## src/rtl/dsp_seq_pkg.sv

```systemverilog
// Shared opmode constants, tag encoding and FSM states for the DSP48A1 MAC sequencer.
package dsp_seq_pkg;

    localparam logic [7:0] OPM_CLR  = 8'h01;  // Z=0, X=M
    localparam logic [7:0] OPM_ACC  = 8'h09;  // Z=P, X=M
    localparam logic [7:0] OPM_HOLD = 8'h08;  // Z=P, X=0
    localparam logic [7:0] OPM_IDLE = 8'h00;

    typedef enum logic [1:0] {
        TAG_NONE,
        TAG_BUBBLE,
        TAG_FIRST,
        TAG_ACC
    } tag_kind_e;

    typedef struct packed {
        tag_kind_e kind;
        logic      last;
    } tag_t;

    localparam tag_t TAG_IDLE = '{kind: TAG_NONE, last: 1'b0};

    typedef enum logic [1:0] {
        StIdle,
        StRun,
        StDrain,
        StDone
    } state_e;

    function automatic logic [7:0] tag_opmode(tag_kind_e kind);
        logic [7:0] opm;
        unique case (kind)
            TAG_FIRST:  opm = OPM_CLR;
            TAG_ACC:    opm = OPM_ACC;
            TAG_BUBBLE: opm = OPM_HOLD;
            TAG_NONE:   opm = OPM_IDLE;
            default:    opm = OPM_IDLE;
        endcase
        return opm;
    endfunction

endpackage

```

## src/rtl/dsp_seq_tagpipe.sv

```systemverilog
// Shift register carrying per-cycle term tags alongside the slice pipeline.
module dsp_seq_tagpipe
    import dsp_seq_pkg::*;
#(
    parameter int unsigned Depth = 3,
    parameter int unsigned OpTap = 1
) (
    input  logic      clk,
    input  logic      rst,
    input  tag_t      tag_in,
    output tag_kind_e op_kind,
    output tag_t      tag_p
);

    // Stage 0 lines up with the operands on dsp_a/dsp_b.
    tag_t pipe_q [Depth+1];

    always_ff @(posedge clk or posedge rst) begin
        if (rst) begin
            for (int i = 0; i <= int'(Depth); i++) begin
                pipe_q[i] <= TAG_IDLE;
            end
        end else begin
            pipe_q[0] <= tag_in;
            for (int i = 1; i <= int'(Depth); i++) begin
                pipe_q[i] <= pipe_q[i-1];
            end
        end
    end

    assign op_kind = pipe_q[OpTap].kind;
    assign tag_p   = pipe_q[Depth];

endmodule

```

## src/rtl/dsp_mac_sequencer.sv

```systemverilog
// Dot-product sequencer feeding one DSP48A1 slice from a valid/ready operand stream.
// Define MAC_OVF_EN to add the sticky m_ovf carry-out flag.
module dsp_mac_sequencer
    import dsp_seq_pkg::*;
#(
    parameter int unsigned P_LAT   = 3,
    parameter int unsigned OP_DLY  = 1,
    parameter int unsigned COUNT_W = 16
) (
    input  logic               clk,
    input  logic               rst,
    input  logic               s_valid,
    output logic               s_ready,
    input  logic [17:0]        s_a,
    input  logic [17:0]        s_b,
    input  logic               s_last,
    output logic [17:0]        dsp_a,
    output logic [17:0]        dsp_b,
    output logic [17:0]        dsp_d,
    output logic [7:0]         dsp_opmode,
    output logic               dsp_carryin,
    input  logic [47:0]        dsp_p,
    input  logic               dsp_carryout,
    output logic               m_valid,
    input  logic               m_ready,
    output logic [47:0]        m_result,
`ifdef MAC_OVF_EN
    output logic               m_ovf,
`endif
    output logic [COUNT_W-1:0] m_count
);

    state_e             state_q, state_d;
    tag_t               tag_in, tag_p;
    tag_kind_e          op_kind;
    logic               alive_q;
    logic               accept, load, capture, last_done;
    logic [17:0]        a_q, b_q;
    logic [COUNT_W-1:0] cnt_q, cnt_d;
    logic [47:0]        result_q;

    dsp_seq_tagpipe #(
        .Depth (P_LAT),
        .OpTap (OP_DLY)
    ) u_tagpipe (
        .clk     (clk),
        .rst     (rst),
        .tag_in  (tag_in),
        .op_kind (op_kind),
        .tag_p   (tag_p)
    );

    // alive_q keeps s_ready low until the first edge after reset.
    assign s_ready   = alive_q && (state_q == StIdle || state_q == StRun);
    assign accept    = s_valid && s_ready;
    assign last_done = tag_p.last && (tag_p.kind == TAG_FIRST || tag_p.kind == TAG_ACC);

    always_comb begin
        state_d = state_q;
        tag_in  = TAG_IDLE;
        load    = 1'b0;
        capture = 1'b0;
        cnt_d   = cnt_q;
        unique case (state_q)
            StIdle: begin
                if (accept) begin
                    tag_in  = '{kind: TAG_FIRST, last: s_last};
                    load    = 1'b1;
                    cnt_d   = COUNT_W'(1);
                    state_d = s_last ? StDrain : StRun;
                end
            end
            StRun: begin
                if (accept) begin
                    tag_in = '{kind: TAG_ACC, last: s_last};
                    load   = 1'b1;
                    cnt_d  = cnt_q + COUNT_W'(1);
                    if (s_last) begin
                        state_d = StDrain;
                    end
                end else begin
                    tag_in = '{kind: TAG_BUBBLE, last: 1'b0};
                end
            end
            StDrain: begin
                if (last_done) begin
                    capture = 1'b1;
                    state_d = StDone;
                end
            end
            StDone: begin
                if (m_ready) begin
                    state_d = StIdle;
                end
            end
            default: state_d = StIdle;
        endcase
    end

    always_ff @(posedge clk or posedge rst) begin
        if (rst) begin
            state_q  <= StIdle;
            alive_q  <= 1'b0;
            a_q      <= '0;
            b_q      <= '0;
            cnt_q    <= '0;
            result_q <= '0;
        end else begin
            state_q <= state_d;
            alive_q <= 1'b1;
            cnt_q   <= cnt_d;
            if (load) begin
                a_q <= s_a;
                b_q <= s_b;
            end
            if (capture) begin
                result_q <= dsp_p;
            end
        end
    end

`ifdef MAC_OVF_EN
    logic ovf_q;

    // Carry is only meaningful on cycles where P holds an accumulated term.
    always_ff @(posedge clk or posedge rst) begin
        if (rst) begin
            ovf_q <= 1'b0;
        end else if (tag_p.kind == TAG_FIRST) begin
            ovf_q <= 1'b0;
        end else if (tag_p.kind == TAG_ACC && dsp_carryout) begin
            ovf_q <= 1'b1;
        end
    end

    assign m_ovf = ovf_q;
`else
    logic unused_carryout;
    assign unused_carryout = dsp_carryout;
`endif

    assign dsp_a       = a_q;
    assign dsp_b       = b_q;
    assign dsp_d       = '0;
    assign dsp_carryin = 1'b0;
    assign dsp_opmode  = tag_opmode(op_kind);
    assign m_valid     = (state_q == StDone);
    assign m_result    = result_q;
    assign m_count     = cnt_q;

endmodule

```

## config.mk

```make
export PLATFORM = sky130hd
export DESIGN_NAME = dsp_mac_sequencer
export DESIGN_NICKNAME = d
export VERILOG_FILES = /design/src/rtl/dsp_seq_pkg.sv /design/src/rtl/dsp_seq_tagpipe.sv /design/src/rtl/dsp_mac_sequencer.sv
export SDC_FILE = /design/constraint.sdc
export NUM_CORES = 1
export LEC_CHECK = 0
export ABC_CLOCK_PERIOD_IN_PS = 3800
export CORE_AREA = 2 2 116 118
export CTS_CLUSTER_SIZE = 12
export DETAILED_ROUTE_END_ITERATION = 8
export DIE_AREA = 0 0 118 120
export PLACE_DENSITY = 0.76
export SLEW_MARGIN = 20
export SYNTH_ARGS = -nofsm -noshare
export SYNTH_HDL_FRONTEND = slang
export SYNTH_HIERARCHICAL = 1
export SYNTH_SLANG_ARGS = --single-unit
```

## constraint.sdc

```tcl
create_clock -name clk -period 3.8 [get_ports clk]
set_clock_uncertainty 0.15 [all_clocks]
set_input_delay 0.76 -clock clk [delete_from_list [all_inputs] [get_ports clk]]
set_output_delay 0.76 -clock clk [all_outputs]
set_load 0.05 [all_outputs]
```

# Word level (Yosys, flattened, before mapping)
# Cells that the tools add are included.
totals:
  input_bits: 90
  out_inout_bits: 129
  register_bits: 115
  word_cells: 57
op_classes:
  n_mux: 18
  n_reduce_logical: 11
  add_sub_neg: 1
  n_eq_ne: 13
ops:
  columns: ["operator", "count"]
  rows:
  - ["$mux W16", 2]
  - ["$pmux W16 S2", 1]
  - ["$pmux W8 S4", 1]
  - ["$add A16 B1 Y16 const B", 1]
  - ["$eq A2 B2 Y1 const B", 6]
  - ["$mux W2", 6]
  - ["$ne A2 B2 Y1 const B", 4]
  - ["$pmux W2 S4", 1]
  - ["$mux W3", 2]
  - ["$pmux W3 S2", 1]
  - ["$reduce_and A5 Y1", 1]
  - ["$eq A2 B1 Y1 const B", 2]
  - ["$logic_not A2 Y1", 2]
  - ["$mux W1", 4]
  - ["$logic_and A1 B1 Y1", 3]
  - ["$reduce_and A3 Y1", 1]
  - ["$logic_or A1 B1 Y1", 2]
  - ["$ne A2 B1 Y1 const B", 1]
  - ["$reduce_bool A2 Y1", 1]
  - ["$reduce_or A2 Y1", 1]

# Depth between registers and ports, before layout
# Gate-level depths: netlist of the first run.
depth:
  word_depth: 6
  ltp_mapped: 7
  ltp_nobuf: 7

# Cells and area by module
# Netlist of the first run, hierarchy kept.
by_module_without_submodules:
  columns: ["module", "cells_each", "instances", "area_per_inst_um2", "seq_area_each_um2"]
  rows:
  - ["dsp_mac_sequencer", 406, 1, 4433.0, 2577.5]
  - ["dsp_seq_tagpipe", 18, 1, 341.6, 300.3]

# Least setup slack after synthesis of the first run
# No wires, ideal clock.
synth_timing:
  path_kind: "reg-to-output"
  start: "register state_q[1]"
  end: "output port s_ready"
  required_time_ns: 2.890
  n_path_buf: 0
  slack_ns: 1.363
  path_stages_with_launch: 5
  t_arrival_ns: 1.527
  path_cell_list: "dfrtp_1 -> inv_1 -> ha_1 -> nor2_1 -> nor2b_1"
synth_via:
  elab_chain_len: 3
  word_cells_on_any_way: 4
  cone_classes: "eq/ne: 1; reduce/logical: 3"
synth_lines:
  columns: ["item", "line", "source"]
  rows:
  - ["start, declared", "dsp_mac_sequencer.sv:33", "state_e state_q, state_d;"]
  - ["start signal, assigned", "dsp_mac_sequencer.sv:102", "state_q <= StIdle;"]
  - ["start signal, assigned", "dsp_mac_sequencer.sv:109", "state_q <= state_d;"]
  - ["$eq A2 B1 Y1 or $logic_not A2 Y1 (tied branches)", "dsp_mac_sequencer.sv:54", "assign s_ready = alive_q && (state_q == StIdle || state_q == StRun);"]
  - ["$logic_or A1 B1 Y1 *", "dsp_mac_sequencer.sv:54", null]
  - ["$logic_and A1 B1 Y1 *", "dsp_mac_sequencer.sv:54", null]
  - ["end, declared", "dsp_mac_sequencer.sv:13", "output logic s_ready,"]
# Every way passes the cells marked *; elsewhere a longest branch is shown, timed or not.

# Worst setup path in the final report of the first run
# Same ends and word-level chain as after synthesis.

==> results.py, run 1 <==
metrics = {
    "status": {
        "outcome": "finished clean",
    },
    "clock_network": {
        "cts_tree": "done",
        "cts.clk_slew.worst_paths_ns": 0.05,
        "cts-root-buf": "clkbuf_16",
        "cts_setup_buffers": 0,
        "ctsResizeCount": 0,
        "clkLatencyLatePin_ns": 0.41,
        "cts_hold_buf": 0,
        "cts_max_path_buffers": 2,
        "clkSinkCount": 113,
        "h-tree-depth": 4,
        "numCtsBuffers": 17,
    },
    "sta": {
        "fin_crit_ns": 3.24,
        "tns_ns": 0,
        "min_period_over_period_pct": 85.2,
        "rsz0062_at_grt": "no",
        "layout_setup_ws_ns": 0.564,
        "worst_slew_pin_slew_ns": 0.798,
        "max_freq_mhz": 309,
        "finalHoldViolations": 0,
        "max_slew_margin_pct": 46.8,
        "setup_viol": 0,
        "maxSlewViolCount": 0,
    },
    "place": {
        "port-buffer-count": 192,
        "post-place-ws_ns": 0.826,
        "hpwl_um": 8300,
        "gp_congestion": 0.748,
    },
    "power": {
        "worst_ir_drop_vdd_v": 0.000529,
        "power.density_nw_per_um2": 830,
        "pwr-share-comb_pct": 45.2,
        "p_sw_share_pct": 41.9,
        "p_clk_share_pct": 25.5,
        "pwr-share-seq_pct": 29.3,
        "p_leak_nw": 3.28,
        "p_switching_mw": 2.54,
        "internal_power_mw": 3.52,
    },
    "global_route": {
        "grt_pass1_wl_um": 19000,
        "track_usage_pct": 17.1,
        "grt_overflow": 0,
        "antenna_found_initial": 0,
        "grt_pass1_vias": 3720,
        "grt_max_degree": 63,
    },
    "synth": {
        "yosys_warnings": 6,
        "synth_area_um2": 4720,
        "postSynthCellCount": 421,
        "syn_avg_cell_area_um2": 11.2,
    },
    "drt": {
        "wire_per_inst_um": 14.6,
        "dr.pass1.iters": 4,
        "drc": 0,
        "vias": 3662,
        "ant_nets": 0,
        "viasPerCell": 4.59,
        "first_iter_violations": 116,
        "wirelength_um": 11700,
    },
    "worst_setup_path": {
        "worst-path-max-fanout": 17,
        "slowest_stage": "clkdlybuf4s50_1",
        "arrival_ns": 2.33,
        "end_kind": "primary output",
        "required_ns": 2.89,
        "path_cells": "inv_1 > ha_1 > buf_4 > nor2_1 > nor2b_1 > clkdlybuf4s50_1",
        "setup.worst_path.start_class": "flop",
        "cpPeakStageDelay_ns": 0.81,
        "crit_type": "flop to primary output",
    },
    "floorplan": {
        "start_util_pct": 36.3,
        "io_pins": 219,
        "die_area_um2": 14200,
        "die_y_um": 120,
        "coreArea_um2": 13000,
        "rows": 42,
        "die_w_um": 118,
    },
    "finish": {
        "fillerInstances": 1113,
        "syn_to_final_growth_pct": 54.9,
        "drive_gt1_share_pct": 14.1,
        "antenna-diode-count": 0,
        "fin_nets": 708,
    },
    "min_path": {
        "hold_path.class": "flop to flop",
    },
    "flow_run": {
        "cap_violations": 0,
    },
}
-- sequential cells by signal, indices dropped and copies added, names as in the netlist --
| register | cells |
|---|---|
| alive_q | 1 |
| dsp_a | 18 |
| dsp_b | 18 |
| m_count | 16 |
| m_result | 48 |
| state_q | 2 |
| u_tagpipe/op_kind | 2 |
| u_tagpipe/pipe_q | 6 |
| u_tagpipe/tag_p | 2 |
-- layout by cell type (no fill, tap or decap), types with 5 or more instances in the layout --
| cell | n |
|---|---|
| clkbuf_16 | 17 |
| mux2_2 | 48 |
| a21oi_1 | 8 |
| nand2_1 | 120 |
| inv_1 | 9 |
| nand3_1 | 8 |
| o21ai_0 | 12 |
| clkdlybuf4s50_1 | 192 |
| nor2_1 | 5 |
| dfrtp_1 | 113 |
| ha_1 | 6 |
| mux2i_1 | 5 |
| clkbuf_8 | 5 |
| conb_1 | 26 |
-- power by group through the flow --
stage | Clock, mW | Combinational [mW] | Sequential, mW
floorplan | 0 | 0.669 | 2.93
global placement | 0 | 2.73 | 1.76
detailed placement | 0 | 2.76 | 1.79
CTS | 1.58 | 2.77 | 1.78
global route | 1.64 | 2.89 | 1.82
finish | 1.55 | 2.74 | 1.77
-- final timing paths --
kind,slack (ns),depth (start not counted),from,end
worst max register to register,1.16,9,state_q[1],dsp_b[16]
worst min register to register,0.20,0,u_tagpipe/pipe_q[10],u_tagpipe/op_kind[0]
min in group asynchronous,0.57,2,rst,u_tagpipe/op_kind[1]
max in group asynchronous,2.07,3,rst,dsp_b[13]
worst min-delay path,0.20,0,u_tagpipe/pipe_q[10],u_tagpipe/op_kind[0]
worst max-delay path,0.56,6,state_q[1],s_ready
-- per-layer routing --
layer / wire length (µm) / vias to the layer above / global-route usage [%]
li1: - / 1726 / -
met1: 4560 / 1774 / 19.3
met2: 5960 / 142 / 28.5
met3: 947 / 20 / 7.18
met4: 208 / 0 / 7.38
met5: 0 / - / 0
-- per-stage QoR --
stage	cell area, µm²	utilization [%]	total power [mW]	instances	hold slack [ns]
after floorplan	4810	-	3.60	445	0.181
after global placement	6720	51.8	4.49	769	0.184
after detailed placement	6720	51.8	4.55	769	0.188
after CTS	7300	56.2	6.13	798	0.201
after global routing	7300	56.3	6.36	798	0.211
final	7300	56.3	6.06	798	0.199
-- critical path, delay by kind of cell (launching register included) --
| kind | cells | cell delay [ns] |
|---|---|---|
| adder cells (fa/ha/maj) | 1 | 0.16 |
| buffers and inverters | 3 | 1.15 |
| flip-flops | 1 | 0.40 |
| AND/OR/NAND/NOR | 2 | 0.19 |
-- area by class of cell --
class                           count  area (µm²)  area share [%]
Sequential cell                   113        2830            38.7
Timing Repair Buffer              196        1960            26.9
Multi-Input combinational cell    274        1670            22.9
Clock buffer                       23         498            6.82
Tap cell                          176         220            3.01
Clock inverter                      6        80.1            1.10
Inverter                           10        40.0           0.548
No activity file was read; power rests on OpenSTA's default activity.
==> run 2, diff against run 1 <==
--- a/config.mk
+++ b/config.mk
@@ -11,6 +11,7 @@
 export DETAILED_ROUTE_END_ITERATION = 8
 export DIE_AREA = 0 0 118 120
 export PLACE_DENSITY = 0.76
+export SKIP_LAST_GASP = 1
 export SLEW_MARGIN = 20
 export SYNTH_ARGS = -nofsm -noshare
 export SYNTH_HDL_FRONTEND = slang
==> results of run 2 <==
No change in the layout: final DEF, timing and power equal those of run 1.
